**src/rtl/axi_arb_pkg.sv**
```systemverilog
// Shared constants and FSM encodings for the SRAM-to-AXI3 arbiter.
package axi_arb_pkg;

   localparam int unsigned ADDR_W = 32;
   localparam int unsigned DATA_W = 32;
   localparam int unsigned ID_W   = 4;
   localparam int unsigned STRB_W = DATA_W / 8;

   typedef enum logic [1:0] {
      R_IDLE = 2'd0,
      R_AR   = 2'd1,
      R_WAIT = 2'd2
   } r_state_e;

   typedef enum logic [1:0] {
      W_IDLE = 2'd0,
      W_SEND = 2'd1,
      W_RESP = 2'd2
   } w_state_e;

   localparam logic [ID_W-1:0] ID_INST    = 4'd0;
   localparam logic [ID_W-1:0] ID_DATA    = 4'd1;
   localparam logic [1:0]      BURST_INCR = 2'b01;

   // Single-beat, non-exclusive, non-cacheable, unprivileged accesses only
   localparam logic [3:0] AXI_LEN   = 4'd0;
   localparam logic [1:0] AXI_LOCK  = 2'b00;
   localparam logic [3:0] AXI_CACHE = 4'b0000;
   localparam logic [2:0] AXI_PROT  = 3'b000;
   localparam logic       AXI_WLAST = 1'b1;

   function automatic logic [2:0] to_axi_size(input logic [1:0] size);
      return {1'b0, size};
   endfunction

endpackage

```
**src/rtl/sram_axi_wr_ctrl.sv**
```systemverilog
// Write-channel sequencer: issues AW and W independently, then waits for B.
module sram_axi_wr_ctrl
   import axi_arb_pkg::*;
(
   input  logic              clk,
   input  logic              reset,
   input  logic              start,
   input  logic [ADDR_W-1:0] req_addr,
   input  logic [1:0]        req_size,
   input  logic [STRB_W-1:0] req_strb,
   input  logic [DATA_W-1:0] req_wdata,
   input  logic              awready,
   input  logic              wready,
   input  logic              bvalid,
   output logic              awvalid,
   output logic [ADDR_W-1:0] awaddr,
   output logic [2:0]        awsize,
   output logic              wvalid,
   output logic [DATA_W-1:0] wdata,
   output logic [STRB_W-1:0] wstrb,
   output logic              bready,
   output logic              idle_c,
   output logic              done_c
);

   w_state_e state;
   logic     aw_done;
   logic     w_done;
   logic     aw_fire_c;
   logic     w_fire_c;

   assign aw_fire_c = awvalid && awready;
   assign w_fire_c  = wvalid && wready;
   assign idle_c    = (state == W_IDLE);
   assign done_c    = bready && bvalid;

   always_ff @(posedge clk) begin
      if (reset) begin
         state   <= W_IDLE;
         aw_done <= 1'b0;
         w_done  <= 1'b0;
         awvalid <= 1'b0;
         wvalid  <= 1'b0;
         bready  <= 1'b0;
         awaddr  <= '0;
         awsize  <= '0;
         wdata   <= '0;
         wstrb   <= '0;
      end else begin
         case (state)
            W_IDLE: begin
               if (start) begin
                  state   <= W_SEND;
                  awvalid <= 1'b1;
                  wvalid  <= 1'b1;
                  aw_done <= 1'b0;
                  w_done  <= 1'b0;
                  awaddr  <= req_addr;
                  awsize  <= to_axi_size(req_size);
                  wdata   <= req_wdata;
                  wstrb   <= req_strb;
               end
            end
            W_SEND: begin
               if (aw_fire_c) begin
                  awvalid <= 1'b0;
                  aw_done <= 1'b1;
               end
               if (w_fire_c) begin
                  wvalid <= 1'b0;
                  w_done <= 1'b1;
               end
               // Both channels may complete in the same cycle
               if ((aw_done || aw_fire_c) && (w_done || w_fire_c)) begin
                  state  <= W_RESP;
                  bready <= 1'b1;
               end
            end
            W_RESP: begin
               if (bvalid) begin
                  state  <= W_IDLE;
                  bready <= 1'b0;
               end
            end
            default: state <= W_IDLE;
         endcase
      end
   end

endmodule

```
**src/rtl/sram_axi_arbiter.sv**
```systemverilog
// Shares one AXI3 master between the fetch and data SRAM-like ports.
// Define ARB_ROUND_ROBIN_EN for alternating read grant; default is data-over-fetch priority.
module sram_axi_arbiter
   import axi_arb_pkg::*;
(
   input  logic              clk,
   input  logic              reset,
   input  logic              inst_req,
   input  logic [1:0]        inst_size,
   input  logic [ADDR_W-1:0] inst_addr,
   output logic              inst_addr_ok,
   output logic              inst_data_ok,
   output logic [DATA_W-1:0] inst_rdata,
   input  logic              data_req,
   input  logic              data_wr,
   input  logic [1:0]        data_size,
   input  logic [STRB_W-1:0] data_wstrb,
   input  logic [ADDR_W-1:0] data_addr,
   input  logic [DATA_W-1:0] data_wdata,
   output logic              data_addr_ok,
   output logic              data_data_ok,
   output logic [DATA_W-1:0] data_rdata,
   output logic [ID_W-1:0]   arid,
   output logic [ADDR_W-1:0] araddr,
   output logic [3:0]        arlen,
   output logic [2:0]        arsize,
   output logic [1:0]        arburst,
   output logic [1:0]        arlock,
   output logic [3:0]        arcache,
   output logic [2:0]        arprot,
   output logic              arvalid,
   input  logic              arready,
   input  logic [ID_W-1:0]   rid,
   input  logic [DATA_W-1:0] rdata,
   input  logic [1:0]        rresp,
   input  logic              rlast,
   input  logic              rvalid,
   output logic              rready,
   output logic [ID_W-1:0]   awid,
   output logic [ADDR_W-1:0] awaddr,
   output logic [3:0]        awlen,
   output logic [2:0]        awsize,
   output logic [1:0]        awburst,
   output logic [1:0]        awlock,
   output logic [3:0]        awcache,
   output logic [2:0]        awprot,
   output logic              awvalid,
   input  logic              awready,
   output logic [ID_W-1:0]   wid,
   output logic [DATA_W-1:0] wdata,
   output logic [STRB_W-1:0] wstrb,
   output logic              wlast,
   output logic              wvalid,
   input  logic              wready,
   input  logic [ID_W-1:0]   bid,
   input  logic [1:0]        bresp,
   input  logic              bvalid,
   output logic              bready
);

   r_state_e r_state;
   logic     r_owner_data;
   logic     last_grant_data;
   logic     wr_idle_c;
   logic     wr_done_c;
   logic     data_busy_c;
   logic     data_rd_req_c;
   logic     inst_rd_req_c;
   logic     grant_data_c;
   logic     grant_inst_c;
   logic     store_ok_c;
   logic     r_fire_c;
   logic     unused_ok;

   assign unused_ok = ^{rid, rresp, rlast, bid, bresp, last_grant_data};

   assign arlen   = AXI_LEN;
   assign arburst = BURST_INCR;
   assign arlock  = AXI_LOCK;
   assign arcache = AXI_CACHE;
   assign arprot  = AXI_PROT;
   assign awid    = ID_DATA;
   assign awlen   = AXI_LEN;
   assign awburst = BURST_INCR;
   assign awlock  = AXI_LOCK;
   assign awcache = AXI_CACHE;
   assign awprot  = AXI_PROT;
   assign wid     = ID_DATA;
   assign wlast   = AXI_WLAST;

   // One outstanding data transaction keeps loads and stores ordered
   assign data_busy_c   = ((r_state != R_IDLE) && r_owner_data) || !wr_idle_c;
   assign data_rd_req_c = !reset && data_req && !data_wr && !data_busy_c && (r_state == R_IDLE);
   assign inst_rd_req_c = !reset && inst_req && (r_state == R_IDLE);
   assign store_ok_c    = !reset && data_req && data_wr && !data_busy_c;

`ifdef ARB_ROUND_ROBIN_EN
   assign grant_data_c = data_rd_req_c && (!inst_rd_req_c || !last_grant_data);
   assign grant_inst_c = inst_rd_req_c && (!data_rd_req_c || last_grant_data);
`else
   assign grant_data_c = data_rd_req_c;
   assign grant_inst_c = inst_rd_req_c && !data_rd_req_c;
`endif

   assign inst_addr_ok = grant_inst_c;
   assign data_addr_ok = grant_data_c || store_ok_c;

   assign r_fire_c     = rready && rvalid;
   assign inst_data_ok = r_fire_c && !r_owner_data;
   assign data_data_ok = (r_fire_c && r_owner_data) || wr_done_c;
   assign inst_rdata   = rdata;
   assign data_rdata   = rdata;

   // Read channel FSM
   always_ff @(posedge clk) begin
      if (reset) begin
         r_state         <= R_IDLE;
         r_owner_data    <= 1'b0;
         last_grant_data <= 1'b0;
         arvalid         <= 1'b0;
         rready          <= 1'b0;
         arid            <= '0;
         araddr          <= '0;
         arsize          <= '0;
      end else begin
         case (r_state)
            R_IDLE: begin
               if (grant_data_c || grant_inst_c) begin
                  r_state         <= R_AR;
                  arvalid         <= 1'b1;
                  r_owner_data    <= grant_data_c;
                  last_grant_data <= grant_data_c;
                  arid            <= grant_data_c ? ID_DATA : ID_INST;
                  araddr          <= grant_data_c ? data_addr : inst_addr;
                  arsize          <= to_axi_size(grant_data_c ? data_size : inst_size);
               end
            end
            R_AR: begin
               if (arready) begin
                  r_state <= R_WAIT;
                  arvalid <= 1'b0;
                  rready  <= 1'b1;
               end
            end
            R_WAIT: begin
               if (rvalid) begin
                  r_state <= R_IDLE;
                  rready  <= 1'b0;
               end
            end
            default: r_state <= R_IDLE;
         endcase
      end
   end

   sram_axi_wr_ctrl u_wr_ctrl (
      .clk       (clk),
      .reset     (reset),
      .start     (store_ok_c),
      .req_addr  (data_addr),
      .req_size  (data_size),
      .req_strb  (data_wstrb),
      .req_wdata (data_wdata),
      .awready   (awready),
      .wready    (wready),
      .bvalid    (bvalid),
      .awvalid   (awvalid),
      .awaddr    (awaddr),
      .awsize    (awsize),
      .wvalid    (wvalid),
      .wdata     (wdata),
      .wstrb     (wstrb),
      .bready    (bready),
      .idle_c    (wr_idle_c),
      .done_c    (wr_done_c)
   );

endmodule

```
**config.mk**
```make
export PLATFORM = sky130hd
export DESIGN_NAME = sram_axi_arbiter
export DESIGN_NICKNAME = d
export VERILOG_FILES = /design/src/rtl/axi_arb_pkg.sv /design/src/rtl/sram_axi_wr_ctrl.sv /design/src/rtl/sram_axi_arbiter.sv
export SDC_FILE = /design/constraint.sdc
export NUM_CORES = 1
export LEC_CHECK = 0
export ABC_CLOCK_PERIOD_IN_PS = 5900
export CELL_PAD_IN_SITES_DETAIL_PLACEMENT = 0
export CELL_PAD_IN_SITES_GLOBAL_PLACEMENT = 1
export CORE_MARGIN = 10
export CORE_UTILIZATION = 27
export CTS_CLUSTER_SIZE = 40
export DETAILED_ROUTE_END_ITERATION = 7
export GPL_TIMING_DRIVEN = 0
export PLACE_DENSITY_LB_ADDON = 0.1
export SYNTH_ARGS = -nofsm -noshare
export SYNTH_HDL_FRONTEND = slang
export SYNTH_SLANG_ARGS = --single-unit
```
**constraint.sdc**
```tcl
create_clock -name clk -period 5.9 [get_ports clk]
set_input_delay 1.77 -clock clk [delete_from_list [all_inputs] [get_ports clk]]
set_output_delay 1.77 -clock clk [all_outputs]
set_load 0.03 [all_outputs]
```
==> metrics.txt, run 1 <==
synth warn 0; Post-CTS Setup Bufs 0; Worst slew margin 47.3%; outcome complete, no violations; clock tree sinks around 120; R2R setup slack 3.96 ns; crit path max-delay cell type clkdlybuf4s50_1; total number of vias 5295; routability cong. 0.735; unrepaired setup endpoints after global routing false; PostCTS Resize Cnt 0; top-level I/O count 381; Overflow after GRT 0; Final Max Slew Viols 0; final hold violations 0; largest net degree at the start of global routing 17; skew final 0.00926 ns; quantity of I/O buffers inserted on ports 290; WP data arrival 3.98 ns; Core ar. 21200 sq um; Seq/Total Area, Yosys 39.8%; crit path cell chain clkdlybuf4s50_1 -> or4b_1 -> buf_2 -> clkbuf_1 -> and2_1 -> clkdlybuf4s50_1; final setup fails 0; period utilisation layout 97.5%; critical path's largest stage delay 0.59 ns; MaxCap Viol Count 0; Worst Setup EP inst_addr_ok; Routed WL 22200 um; fin nets 1146; minimum clock period around 5.8 ns; Setup Slack @ Placement 0.127 ns; Syn Inst Count between 600 and 700; initial antenna violation count 0; drt drc 0; top cells by area, synth dfxtp_1, mux2i_1, buf_4; post-synth cell types 38; DIE WIDTH 167 um; Crit Path Class input port to output pin; CTS Root Buffer Type clkbuf_16; worst slew pin tran 0.790 ns; required time of the critical path ~4.1 ns; layout cells sized above 1 18.7%; DR vias/cell 4.15; CP Launch Point data_req; R2R cell count 5; HPWL after detailed placement 17700 um; Overall Global Routing Usage 15.3%; most frequent CP cell clkdlybuf4s50_1; peak supply drop 0.000166 V; PwrDens 261 nW/um^2; number of global-route vias before repair 5596; Placed Cells roughly 1200; drt pass-1 iters 4; Hold Crit Class register to register; Antenna diodes 0; Die Y-Extent 167 um; first-pass GRT wire length 34000 um; initial cell density of the core between 20 and 30%; # rows 53; worst r2r src u_wr_ctrl.state[0]; leakage power 3.92 nW; CP Capture Type output pin; final cell count without fillers roughly 1300; Routed Antenna Nets 0; number of CTS-inserted buffers 17; H-Tree Depth 4; synthesis-to-finish area growth 68.3%; worst-path fanout max 10; Worst Setup Start Kind input port; area of the mapped netlist 5830 sq um; Post-Syn Area per Cell a little over 9 sq um; FF-to-FF End araddr[11]; Clk Latency, worst-skew pair 0.40 ns; DR WL/cell 17.4 um; full die area 27900 sq um; # hold bufs at CTS 0; Yosys reg bits 116; CTS Buffer Depth 2; Peak Freq roughly 170 MHz; Setup TNS 0 ns; 1st-iter DRT viols approximately 140; post-synth top area share 39.8%; CTS tree yes; final worst slack ~0.15 ns; clock-pin slew on the worst setup and hold paths 0.05 ns; cell accounting for the most synthesized area dfxtp_1
==> area by class of cell <==
type / instances / area (sq um)
Sequential cell: 116 / 2320
Inverter: 4 / 15.0
Tap cell: 275 / 344
Fill cell: 2095 / 11300
Buffer: 155 / 1050
Clock buffer: 24 / 502
Timing Repair Buffer: 290 / 2900
Multi-Input combinational cell: 403 / 2600
Clock inverter: 8 / 73.8
==> metal layers <==
metal	wire, um	vias up	GRT usage (%)
met5	0	-	0
met4	170	0	3.21
met3	2960	14	9.37
met2	9950	218	24.0
met1	9090	2367	17.4
li1	-	2696	-
==> where the power goes <==
group,internal [mW],total (mW),switching (mW)
registers,0.838,0.868,0.0301
logic,0.316,0.691,0.375
clock network,0.633,1.00,0.371
total,1.79,2.56,0.776
==> critical path, delay by kind of cell <==
| kind | cells | cell delay, ns |
|---|---|---|
| AND/OR/NAND/NOR | 2 | 0.69 |
| buffers and inverters | 4 | 1.52 |
==> cells in the mapped netlist <==
| library cell | number |
|---|---|
| o21ai_0 | 4 |
| conb_1 | 2 |
| a211oi_2 | 27 |
| a32oi_1 | 1 |
| or4b_1 | 1 |
| a211oi_1 | 5 |
| clkinv_1 | 1 |
| and3_1 | 1 |
| mux2i_1 | 104 |
| inv_1 | 3 |
| clkbuf_4 | 2 |
| nand3_1 | 5 |
| clkbuf_1 | 27 |
| or3b_2 | 1 |
| buf_1 | 1 |
| buf_4 | 110 |
| buf_6 | 4 |
| a2111oi_2 | 1 |
| nand3b_1 | 1 |
| nor4b_1 | 1 |
| a221oi_1 | 1 |
| dfxtp_1 | 116 |
| nor3_1 | 32 |
| o31ai_1 | 3 |
| and2_1 | 1 |
| nor2_1 | 4 |
| buf_2 | 11 |
| or2_2 | 1 |
| o22ai_1 | 2 |
| o2111a_1 | 2 |
| nor3b_1 | 1 |
| and4_1 | 1 |
| nor2b_1 | 3 |
| a21oi_1 | 5 |
| o211a_1 | 2 |
| or2_1 | 1 |
| nand2_1 | 144 |
| a21o_1 | 4 |
==> how the worst min path moves through the flow <==
stage / end / cells after the start / from / slack [ns]
floorplan: u_wr_ctrl.aw_done / 2 / u_wr_ctrl.aw_done / 0.45
global placement: u_wr_ctrl.wstrb[1] / 2 / u_wr_ctrl.wstrb[1] / 0.44
detailed placement: u_wr_ctrl.awaddr[24] / 2 / u_wr_ctrl.awaddr[24] / 0.45
CTS: u_wr_ctrl.wdata[2] / 2 / u_wr_ctrl.wdata[2] / 0.46
global route: u_wr_ctrl.awaddr[3] / 2 / u_wr_ctrl.awaddr[3] / 0.47
finish: u_wr_ctrl.awaddr[3] / 2 / u_wr_ctrl.awaddr[3] / 0.45
==> cells by family (layout without fill, tap and decap cells) <==
| logic type | count (synthesis) | in the layout | share of synthesized area, % |
|---|---|---|---|
| other cells | 2 | 44 | 0.129 |
| flops | 116 | 116 | 39.8 |
| compound gates | 57 | 57 | 9.62 |
| mux | 104 | 104 | 17.9 |
| buf+inv | 159 | 481 | 18.2 |
| simple gates | 198 | 198 | 14.3 |
==> placed cells by master, fill, tap and decap left out, types with 2 or more instances in the layout <==
master	netlist	routed
clkinvlp_4	0	2
o2111a_1	2	2
dfxtp_1	116	116
nor3_1	32	32
clkinv_2	0	4
a21o_1	4	4
o211a_1	2	2
conb_1	2	44
buf_4	110	110
nand3_1	5	5
nand2_1	144	144
mux2i_1	104	104
buf_2	11	11
a211oi_2	27	27
a21oi_1	5	5
o21ai_0	4	4
clkdlybuf4s50_1	0	290
a211oi_1	5	5
o22ai_1	2	2
nor2_1	4	4
clkbuf_4	2	2
o31ai_1	3	3
nor2b_1	3	3
clkbuf_16	0	17
clkbuf_1	27	29
buf_6	4	4
inv_1	3	3
clkbuf_8	0	5
==> flip-flops by register name, summed over array words and instances (netlist names), 2 cells and up <==
signal	flops
araddr	32
u_wr_ctrl.awaddr	32
u_wr_ctrl.wdata	32
u_wr_ctrl.wstrb	4
arsize	2
r_state	2
u_wr_ctrl.awsize	2
u_wr_ctrl.state	2
==> metrics by stage <==
step                utilization [%]  area, sq um  hold slack [ns]  power (mW)
floorplan                         -         5990            0.447        1.29
global placement               43.6         9230            0.442        1.58
detailed placement             43.6         9230            0.446        1.58
CTS                            46.4         9810            0.456        2.60
global route                   46.4         9810            0.471        2.67
finish                         46.4         9810            0.454        2.56
No activity file was read; power rests on OpenSTA's default activity.
==> run 2: changes to the inputs <==
Settings changed: ABC_CLOCK_PERIOD_IN_PS 5900 to 6900.
Clock period 5.9 ns to 6.9 ns, I/O delays scaled along.
==> results of run 2 <==
Same layout as run 1 (identical final DEF). Status: complete, no violations.
Among the figures that moved: setup slack after placement 0.127 ns -> 0.527 ns; setup slack after layout 0.145 ns -> 0.545 ns; register-to-register setup slack 3.96 ns -> 4.96 ns; total power 2.56 mW -> 2.19 mW; worst IR drop on VDD 0.000166 V -> 0.000142 V
